`src/rtl/seq_divider_32bit.sv`:
```
// seq_divider_32bit: restoring shift-subtract DIV/DIVU, one quotient bit per cycle.
// Define DIV_ZERO_DETECT_EN to short-circuit zero divisors in one cycle and flag div_zero.
module seq_divider_32bit #(
    parameter int WIDTH = 32,
    parameter int CNT_W = 6
) (
    input  logic             clk,
    input  logic             reset,
    input  logic             start,
    input  logic             is_signed,
    input  logic [WIDTH-1:0] dividend,
    input  logic [WIDTH-1:0] divisor,
    output logic             busy,
    output logic             done,
    output logic [WIDTH-1:0] quotient,
    output logic [WIDTH-1:0] remainder,
    output logic             div_zero
);
    typedef enum logic [1:0] {IDLE, RUN, FIX, ZERO} state_t;

    state_t           state_q, state_d;
    logic [CNT_W-1:0] cnt_q, cnt_d;
    logic [WIDTH-1:0] rem_q, rem_d, quo_q, quo_d, dvs_q, dvs_d;
    logic [WIDTH-1:0] quotient_q, quotient_d, remainder_q, remainder_d;
    logic             q_neg_q, q_neg_d, r_neg_q, r_neg_d, done_q, done_d;
    logic [WIDTH:0]   trial;
`ifdef DIV_ZERO_DETECT_EN
    logic             div_zero_q, div_zero_d;
`endif

    always_comb begin
        state_d     = state_q;
        cnt_d       = cnt_q;
        rem_d       = rem_q;
        quo_d       = quo_q;
        dvs_d       = dvs_q;
        q_neg_d     = q_neg_q;
        r_neg_d     = r_neg_q;
        quotient_d  = quotient_q;
        remainder_d = remainder_q;
        done_d      = 1'b0;
`ifdef DIV_ZERO_DETECT_EN
        div_zero_d  = div_zero_q;
`endif
        // rem < dvs always holds, so bit WIDTH of the difference is exactly the borrow
        trial = {rem_q, quo_q[WIDTH-1]} - {1'b0, dvs_q};
        case (state_q)
            IDLE: if (start) begin
                quo_d   = (is_signed && dividend[WIDTH-1]) ? ~dividend + WIDTH'(1) : dividend;
                dvs_d   = (is_signed && divisor[WIDTH-1]) ? ~divisor + WIDTH'(1) : divisor;
                q_neg_d = is_signed & (dividend[WIDTH-1] ^ divisor[WIDTH-1]);
                r_neg_d = is_signed & dividend[WIDTH-1];
                rem_d   = '0;
                cnt_d   = '0;
                state_d = RUN;
`ifdef DIV_ZERO_DETECT_EN
                div_zero_d = 1'b0;
                if (divisor == '0) begin
                    rem_d   = dividend;
                    state_d = ZERO;
                end
`endif
            end
            RUN: begin
                quo_d   = {quo_q[WIDTH-2:0], ~trial[WIDTH]};
                rem_d   = trial[WIDTH] ? {rem_q[WIDTH-2:0], quo_q[WIDTH-1]} : trial[WIDTH-1:0];
                cnt_d   = cnt_q + CNT_W'(1);
                state_d = (cnt_q == CNT_W'(WIDTH - 1)) ? FIX : RUN;
            end
            FIX: begin
                quotient_d  = q_neg_q ? ~quo_q + WIDTH'(1) : quo_q;
                remainder_d = r_neg_q ? ~rem_q + WIDTH'(1) : rem_q;
                done_d      = 1'b1;
                state_d     = IDLE;
            end
`ifdef DIV_ZERO_DETECT_EN
            ZERO: begin
                quotient_d  = '1;
                remainder_d = rem_q;
                div_zero_d  = 1'b1;
                done_d      = 1'b1;
                state_d     = IDLE;
            end
`endif
            default: state_d = IDLE;
        endcase
    end

    always_ff @(posedge clk) begin
        if (reset) begin
            state_q     <= IDLE;
            cnt_q       <= '0;
            rem_q       <= '0;
            quo_q       <= '0;
            dvs_q       <= '0;
            q_neg_q     <= 1'b0;
            r_neg_q     <= 1'b0;
            quotient_q  <= '0;
            remainder_q <= '0;
            done_q      <= 1'b0;
        end else begin
            state_q     <= state_d;
            cnt_q       <= cnt_d;
            rem_q       <= rem_d;
            quo_q       <= quo_d;
            dvs_q       <= dvs_d;
            q_neg_q     <= q_neg_d;
            r_neg_q     <= r_neg_d;
            quotient_q  <= quotient_d;
            remainder_q <= remainder_d;
            done_q      <= done_d;
        end
    end

`ifdef DIV_ZERO_DETECT_EN
    always_ff @(posedge clk) begin
        if (reset) div_zero_q <= 1'b0;
        else div_zero_q <= div_zero_d;
    end
    assign div_zero = div_zero_q;
`else
    assign div_zero = 1'b0;
`endif

    assign busy      = (state_q != IDLE);
    assign done      = done_q;
    assign quotient  = quotient_q;
    assign remainder = remainder_q;
endmodule

```
`config.mk`:
```
export PLATFORM = sky130hd
export DESIGN_NAME = seq_divider_32bit
export DESIGN_NICKNAME = d
export VERILOG_FILES = /design/src/rtl/seq_divider_32bit.sv
export SDC_FILE = /design/constraint.sdc
export NUM_CORES = 1
export LEC_CHECK = 0
export BUFFER_PORTS_ARGS = -buffer_cell sky130_fd_sc_hd__buf_4
export CAP_MARGIN = 40
export CORE_ASPECT_RATIO = 2
export CORE_MARGIN = 2
export CORE_UTILIZATION = 45
export CTS_CLUSTER_SIZE = 40
export DETAILED_ROUTE_END_ITERATION = 6
export PLACE_DENSITY = 0.75
export SETUP_SLACK_MARGIN = 0.15
export SLEW_MARGIN = 20
export SYNTH_ARGS = -nofsm -noshare
export SYNTH_HDL_FRONTEND = slang
export SYNTH_SLANG_ARGS = --single-unit
```
`constraint.sdc`:
```
create_clock -name clk -period 2.8 [get_ports clk]
set_clock_uncertainty 0.05 [all_clocks]
set_input_delay 0.42 -clock clk [delete_from_list [all_inputs] [get_ports clk]]
set_output_delay 0.42 -clock clk [all_outputs]
set_load 0.05 [all_outputs]
```
==> results.toml, run 1 <==
[outcome]
status = "finished, violations left"
violations = "setup timing"

[setup_path]
max_stage_delay_ps = 530
required_ps = 3090
startpoint_type = "flop"
cp_cell_sequence = "or4_4 -> or4_4 -> buf_6 -> nand4b_4 -> or4_4 -> nor4_4 -> nand2_2 -> o31ai_4 -> xor2_1 -> o21ai_1"
worstPathMaxFanout = 3
cpMaxStageDelayCell = "or4_4"
cpMostUsedCell = "or4_4"
arrival_ps = 3370
path_class = "reg2reg"
r2r_slack_ps = -280
crit_path_end_kind = "flop"

[power_and_ir_drop]
p_int_w = 0.01029
pwr-share-clk_pct = 12.0
power_frac_comb_pct = 71.5
p_sw_w = 0.008302
power-per-cell-area_mw_per_mm2 = 1284
seqPwrFrac_pct = 16.5
leakage_nw = 5.813
vdd_drop_max_v = 0.0006684
swShare_pct = 44.64

[finish]
fin_nets = 1768
final_core_util_pct = 61.07
drive_gt1_share_pct = 27.90
area_growth_syn_to_layout_pct = 34.69
ff_latch_area_mm2 = 0.003448
multiInputGateArea_mm2 = 0.007296
fillCellCount = 2031
finalNonFillerCells = 1963

[global_routing]
grt-ovfl-total = 0
grt_pass1_wl_um = 58660
grt_max_degree = 95
grt_usage_pct = 29.83
grt_pass1_vias = 11510
antenna_found_initial = 2

[cts]
cts-buffers-inserted = 17
clock_path_buffers = 2
clk_latency_ps = 460
h-tree-depth = 4
clk_pin_slew_ps = 70
cts_sinks = 171
cts-root-buf = "clkbuf_16"
cts_hold_repair.buffers = 0
cts_tree = "yes"

[synth]
yosysTopAreaCell = "dfxtp_1"
ys_top_cells_by_area = "dfxtp_1 (32%), xor2_1 (7.2%), nand2_1 (6.1%)"
synth_compound_area_share_pct = 24.60
synth_xor_area_share_pct = 10.99
yosys.area_share.adder_pct = 4.490
synth-warning-count = 0
synth_top_family_by_area = "compound AO/OA/AOI/OAI gates"
syn-num-nets = 1511
synth_edf_count = 0
synth-simple-area-share_pct = 22.12
synthMuxAreaShare_pct = 0.6863
syn-instance-count = 1405
synth.avg_cell_area_um2 = 7.656
yosysTopAreaCellShare_pct = 31.83
netlist_area_mm2 = 0.01076
synthArstFlopShare_pct = 0
ys.flop_type = "dfxtp_1"
synth-seq-cells = 171
ys_types = 64
yosysSeqAreaShare_pct = 31.83

[sta]
max_freq_mhz = 324.8
fin_crit_ps = 3079
finalCritPeriodShare_pct = 110.0
rsz0062_at_grt = "true"
hold_viol_final = 0
slew_headroom_pct = 54.82
fin_setup_tns_ps = -4220
drv_slew = 0
setup_viol = 40
hold_ws_ps = 206.3
worst_slew_pin_slew_ps = 676.0
setup_ws_ps = -278.9

[drt]
drc = 0
initialDrtViolationCount = 556
ant_nets = 0
wl_per_cell_um = 19.15
drt-total-wl_um = 37600
post_drt_via_cell_ratio = 5.864
firstDrtPassIters = 5
num_vias = 11510

[placed_design]
place_congestion = 0.9670
place_ws_ps = -500.5
numPlacedInstances = 1904
port_buffers = 133
hpwl_um = 28180

[floorplanning]
initial_core_util_pct = 45.34
io_pins = 135
rows = 80
fp.coreArea_mm2 = 0.02372
die_h_um = 222.7
die-area_mm2 = 0.02523
die_w_um = 113.3

[job]
drv_cap = 0

[min_path]
hold_class = "in2reg"
logic make-up after synthesis:
group / after synthesis
other: 1
AND/OR/NAND/NOR: 504
AO/OA/AOI/OAI: 400
XOR/XNOR: 135
buffers and inverters: 149
flip-flops: 171
adder cells (fa/ha/maj): 38
multiplexers: 7
cells in the final DEF (no fill, tap or decap), drive strengths merged, types with 10 or more instances in the layout:
| cell type | n |
|---|---|
| a211oi | 80 |
| a21o | 17 |
| a21oi | 100 |
| a22oi | 25 |
| and2 | 11 |
| and3 | 10 |
| buf | 332 |
| clkbuf | 17 |
| dfxtp | 171 |
| ha | 37 |
| inv | 59 |
| nand2 | 176 |
| nand2b | 12 |
| nand3 | 19 |
| nand4 | 35 |
| nor2 | 147 |
| nor3 | 29 |
| nor4 | 13 |
| o211ai | 32 |
| o21ai | 65 |
| o31ai | 28 |
| o41ai | 15 |
| or3 | 15 |
| or4 | 13 |
| xnor2 | 46 |
| xor2 | 89 |
state kept, by name, indices dropped and copies added (netlist names):
| signal | count |
|---|---|
| quotient | 32 |
| remainder | 32 |
| r_neg_q | 1 |
| cnt_q | 6 |
| state_q | 2 |
| rem_q | 32 |
| quo_q | 32 |
| done | 1 |
| q_neg_q | 1 |
| dvs_q | 32 |
synth_stat cells, types with 3 or more instances:
cell      count
inv_1        53
and2_1        9
a21o_1       17
buf_1        11
nor3b_1       6
a221oi_1      3
o211ai_1     32
nand4_1      35
nor3_1       29
or4_4         3
ha_1         37
nor2_1      147
a22oi_1      25
nor4_1       12
o31ai_1      27
xor2_1       89
mux2_2        3
xnor2_1      46
o21ai_0      63
and3_1       10
nor2b_1       7
o41ai_1      15
o21a_1        5
or3_1        14
clkbuf_1     83
nand2b_1     12
dfxtp_1     171
nand3_1      19
a211oi_1     80
a31oi_1       7
a21oi_1     100
a32o_1        4
a311oi_1      4
mux2i_1       4
o21bai_1      3
nand2_1     175
or4_1        10
per-layer routing:
metal | GRT usage (%) | part of all wire [%]
met1 | 26.41 | 33
met2 | 56.29 | 54
met3 | 6.465 | 4.5
met5 | 0 | 0
met4 | 23.37 | 8.7
repair_timing:
action,4_1_cts,5_1_grt
gates cloned,3,0
pin swaps,50,47
buffers inserted,21,3
endpoints found under the setup margin,46,54
resized for setup,79,33
cell type report:
type	instances	area share, %
Tap cell	287	2.479
Clock buffer	17	2.936
Antenna cell	2	0.03455
Multi-Input combinational cell	1087	50.36
Clock inverter	14	0.7686
Inverter	53	1.373
Sequential cell	171	23.80
Timing Repair Buffer	332	18.25
worst max-delay path, delay by kind of cell, from the launching register on:
| kind | cells | cell delay [ps] |
|---|---|---|
| buffers and inverters | 1 | 130 |
| AO/OA/AOI/OAI | 2 | 260 |
| XOR/XNOR | 1 | 170 |
| flip-flops | 1 | 320 |
| AND/OR/NAND/NOR | 6 | 2020 |
metrics by stage:
| stage | instance area (um2) | total power [W] |
|---|---|---|
| floorplan | 10920 | 0.009568 |
| global placement | 13230 | 0.01339 |
| finish | 14490 | 0.01860 |
| detailed placement | 13230 | 0.01351 |
| CTS | 14310 | 0.01791 |
| global route | 14490 | 0.01968 |
power groups by stage:
stage	logic (W)	clock network (W)	registers (W)
2_1_floorplan	0.00646	0	0.00311
3_3_place_gp	0.0103	0	0.00308
3_5_place_dp	0.0104	0	0.00308
4_1_cts	0.0126	0.00225	0.00305
5_1_grt	0.0142	0.00234	0.00309
6_report	0.0133	0.00223	0.00307
path summary, 6_finish.rpt:
check	end	from	cells after the start
min reg2reg	dvs_q[28]	dvs_q[28]	2
min	quo_q[15]	dividend[15]	4
max reg2reg	remainder[29]	rem_q[6]	10
max	remainder[29]	rem_q[6]	10
No activity file was read; power rests on OpenSTA's default activity.
==> run 2: changes to the inputs <==
--- a/config.mk
+++ b/config.mk
@@ -9,10 +9,10 @@
 export CAP_MARGIN = 40
 export CORE_ASPECT_RATIO = 2
 export CORE_MARGIN = 2
-export CORE_UTILIZATION = 45
+export CORE_UTILIZATION = 53
 export CTS_CLUSTER_SIZE = 40
 export DETAILED_ROUTE_END_ITERATION = 6
-export PLACE_DENSITY = 0.75
+export PLACE_DENSITY = 0.85
 export SETUP_SLACK_MARGIN = 0.15
 export SLEW_MARGIN = 20
 export SYNTH_ARGS = -nofsm -noshare
==> run 2 against run 1 <==
Net effect:
- fmax decreased by 0.53%
- total power is 8.4% higher
- combinational power rose by 9.8%
- the flow finishes with violations (DRC, setup timing)
- die area down 15%
- global-route usage rose by 3.9 points
- setup slack worse by 17 ps
- count of clock-buffer cells in the layout grew 2
- highest routed layer unchanged
- hold slack improved by 5.9 ps
- first-iteration DRC count increased by 58%
- sequential cell count is the same
- final area grew 0.44%
==> results.toml, run 2 (same netlist as run 1, synthesis figures left out) <==
[drt]
wl_per_cell_um = 20.35
post_drt_via_cell_ratio = 6.273
firstDrtPassIters = 7
num_vias = 12040
initialDrtViolationCount = 878
drt-total-wl_um = 39060
drc = 13
ant_nets = 0

[sta]
slew_headroom_pct = 49.11
hold_viol_final = 0
rsz0062_at_grt = "true"
worst_slew_pin_slew_ps = 759.3
max_freq_mhz = 323.1
setup_viol = 40
drv_slew = 0
fin_crit_ps = 3095
finalCritPeriodShare_pct = 110.6
setup_ws_ps = -295.4
fin_setup_tns_ps = -6900

[global_routing]
grt_max_degree = 86
grt_pass1_vias = 11610
grt_pass1_wl_um = 57360
grt-ovfl-total = 0
antenna_found_initial = 0
grt_usage_pct = 33.71

[setup_path]
rr_endpoint = "rem_q[10]"
worstPathMaxFanout = 8
startpoint_type = "flop"
crit_path_end_kind = "flop"
arrival_ps = 3350
reg2regPathDepth = 14
required_ps = 3050
r2r-start = "dvs_q[2]"
path_class = "reg2reg"
r2r_slack_ps = -300
crit_end = "rem_q[10]"
cp-startpoint = "dvs_q[2]"

[cts]
clock_path_buffers = 2
h-tree-depth = 4
cts_tree = "yes"
clk_pin_slew_ps = 70
cts-root-buf = "clkbuf_16"
clk_latency_ps = 450
cts_sinks = 171
cts-buffers-inserted = 17

[power_and_ir_drop]
pwr-share-clk_pct = 12.3
swShare_pct = 44.64
vdd_drop_max_v = 0.0008717
power-per-cell-area_mw_per_mm2 = 1385
seqPwrFrac_pct = 15.4
power_frac_comb_pct = 72.3
p_sw_w = 0.008994
leakage_nw = 5.841
p_int_w = 0.01116

[finish]
fin_nets = 1750
final_core_util_pct = 73.08
mostFrequentLayoutCell = "buf_4"
finalNonFillerCells = 1919
fillCellCount = 1438
drive_gt1_share_pct = 27.22
area_growth_syn_to_layout_pct = 35.28
mostFrequentLayoutCells = "buf_4 (279), nand2_1 (172), dfxtp_1 (159)"
n_antenna_cell = 0

[floorplanning]
die-area_mm2 = 0.02152
rows = 73
die_h_um = 205.5
initial_core_util_pct = 54.02
die_w_um = 104.7
fp.coreArea_mm2 = 0.01991
io_pins = 135

[placed_design]
place_congestion = 1.011
numPlacedInstances = 1858
hpwl_um = 26100
place_ws_ps = -313.1
port_buffers = 133

[min_path]
hold_class = "in2reg"

[outcome]
status = "finished, violations left"
violations = "DRC, setup timing"

[job]
drv_cap = 0
[run 2: final cells by class]
| cell class | instances | area [um2] | share of cell area, % |
|---|---|---|---|
| Timing Repair Buffer | 315 | 2663 | 18.30 |
| Clock inverter | 13 | 153.9 | 1.058 |
| Tap cell | 262 | 327.8 | 2.253 |
| Inverter | 53 | 198.9 | 1.367 |
| Clock buffer | 19 | 452.9 | 3.113 |
| Multi-Input combinational cell | 1086 | 7315 | 50.27 |
| Sequential cell | 171 | 3441 | 23.65 |
[run 2: per-layer routing]
metal | wire length (um) | share of wire [%] | GRT usage, % | up-vias
li1 | - | - | - | 5524
met1 | 12050 | 31 | 29.74 | 5590
met2 | 20160 | 52 | 62.89 | 642
met3 | 2764 | 7.1 | 8.141 | 281
met4 | 4088 | 10 | 28.57 | 0
met5 | 0 | 0 | 0 | -
[run 2: what timing repair did]
action | in CTS | in global routing
gates resized for setup | 71 | 40
hold buffers | 0 | 0
buffers inserted | 13 | 11
setup endpoints to repair | 45 | 56
gates cloned | 4 | 1
pin swaps | 23 | 25
[run 2: how the worst min path moves through the flow]
| stage | start | end | slack [ps] | depth (start not counted) |
|---|---|---|---|---|
| 3_3_place_gp | remainder[29] | remainder[29] | 390 | 2 |
| 4_1_cts | dividend[29] | quo_q[29] | 210 | 3 |
| 3_5_place_dp | remainder[29] | remainder[29] | 390 | 2 |
| 2_1_floorplan | dvs_q[11] | dvs_q[11] | 380 | 2 |
| 5_1_grt | dividend[29] | quo_q[29] | 230 | 3 |
| 6_report | dividend[29] | quo_q[29] | 210 | 3 |
[run 2: worst max-delay path, stage by stage (launching register included)]
cell and delay [ps]:
dfxtp_1 350, inv_1 60, ha_1 300, buf_4 170, nand2b_4 60, a21o_1 140
a31oi_2 110, a2111o_1 460, nand2_2 120, o21ai_2 70, buf_4 140, o21ai_4 250
and2_4 370, buf_6 160, o211ai_1 120
[run 2: power groups by stage]
| stage | Clock [W] | Sequential (W) | Combinational [W] |
|---|---|---|---|
| 4_1_cts | 0.00248 | 0.00305 | 0.0130 |
| 3_5_place_dp | 0 | 0.00310 | 0.0105 |
| 5_1_grt | 0.00258 | 0.00310 | 0.0155 |
| 3_3_place_gp | 0 | 0.00308 | 0.0103 |
| 6_report | 0.00248 | 0.00310 | 0.0146 |
| 2_1_floorplan | 0 | 0.00311 | 0.00646 |
[run 2: through the flow]
stage | hold WS, ps | instance area [um2] | power [W]
after floorplan | 381.9 | 10920 | 0.009568
after global placement | 386.4 | 13090 | 0.01336
after detailed placement | 392.2 | 13100 | 0.01360
after CTS | 212.0 | 14250 | 0.01849
after global routing | 233.6 | 14550 | 0.02118
final | 212.3 | 14550 | 0.02015
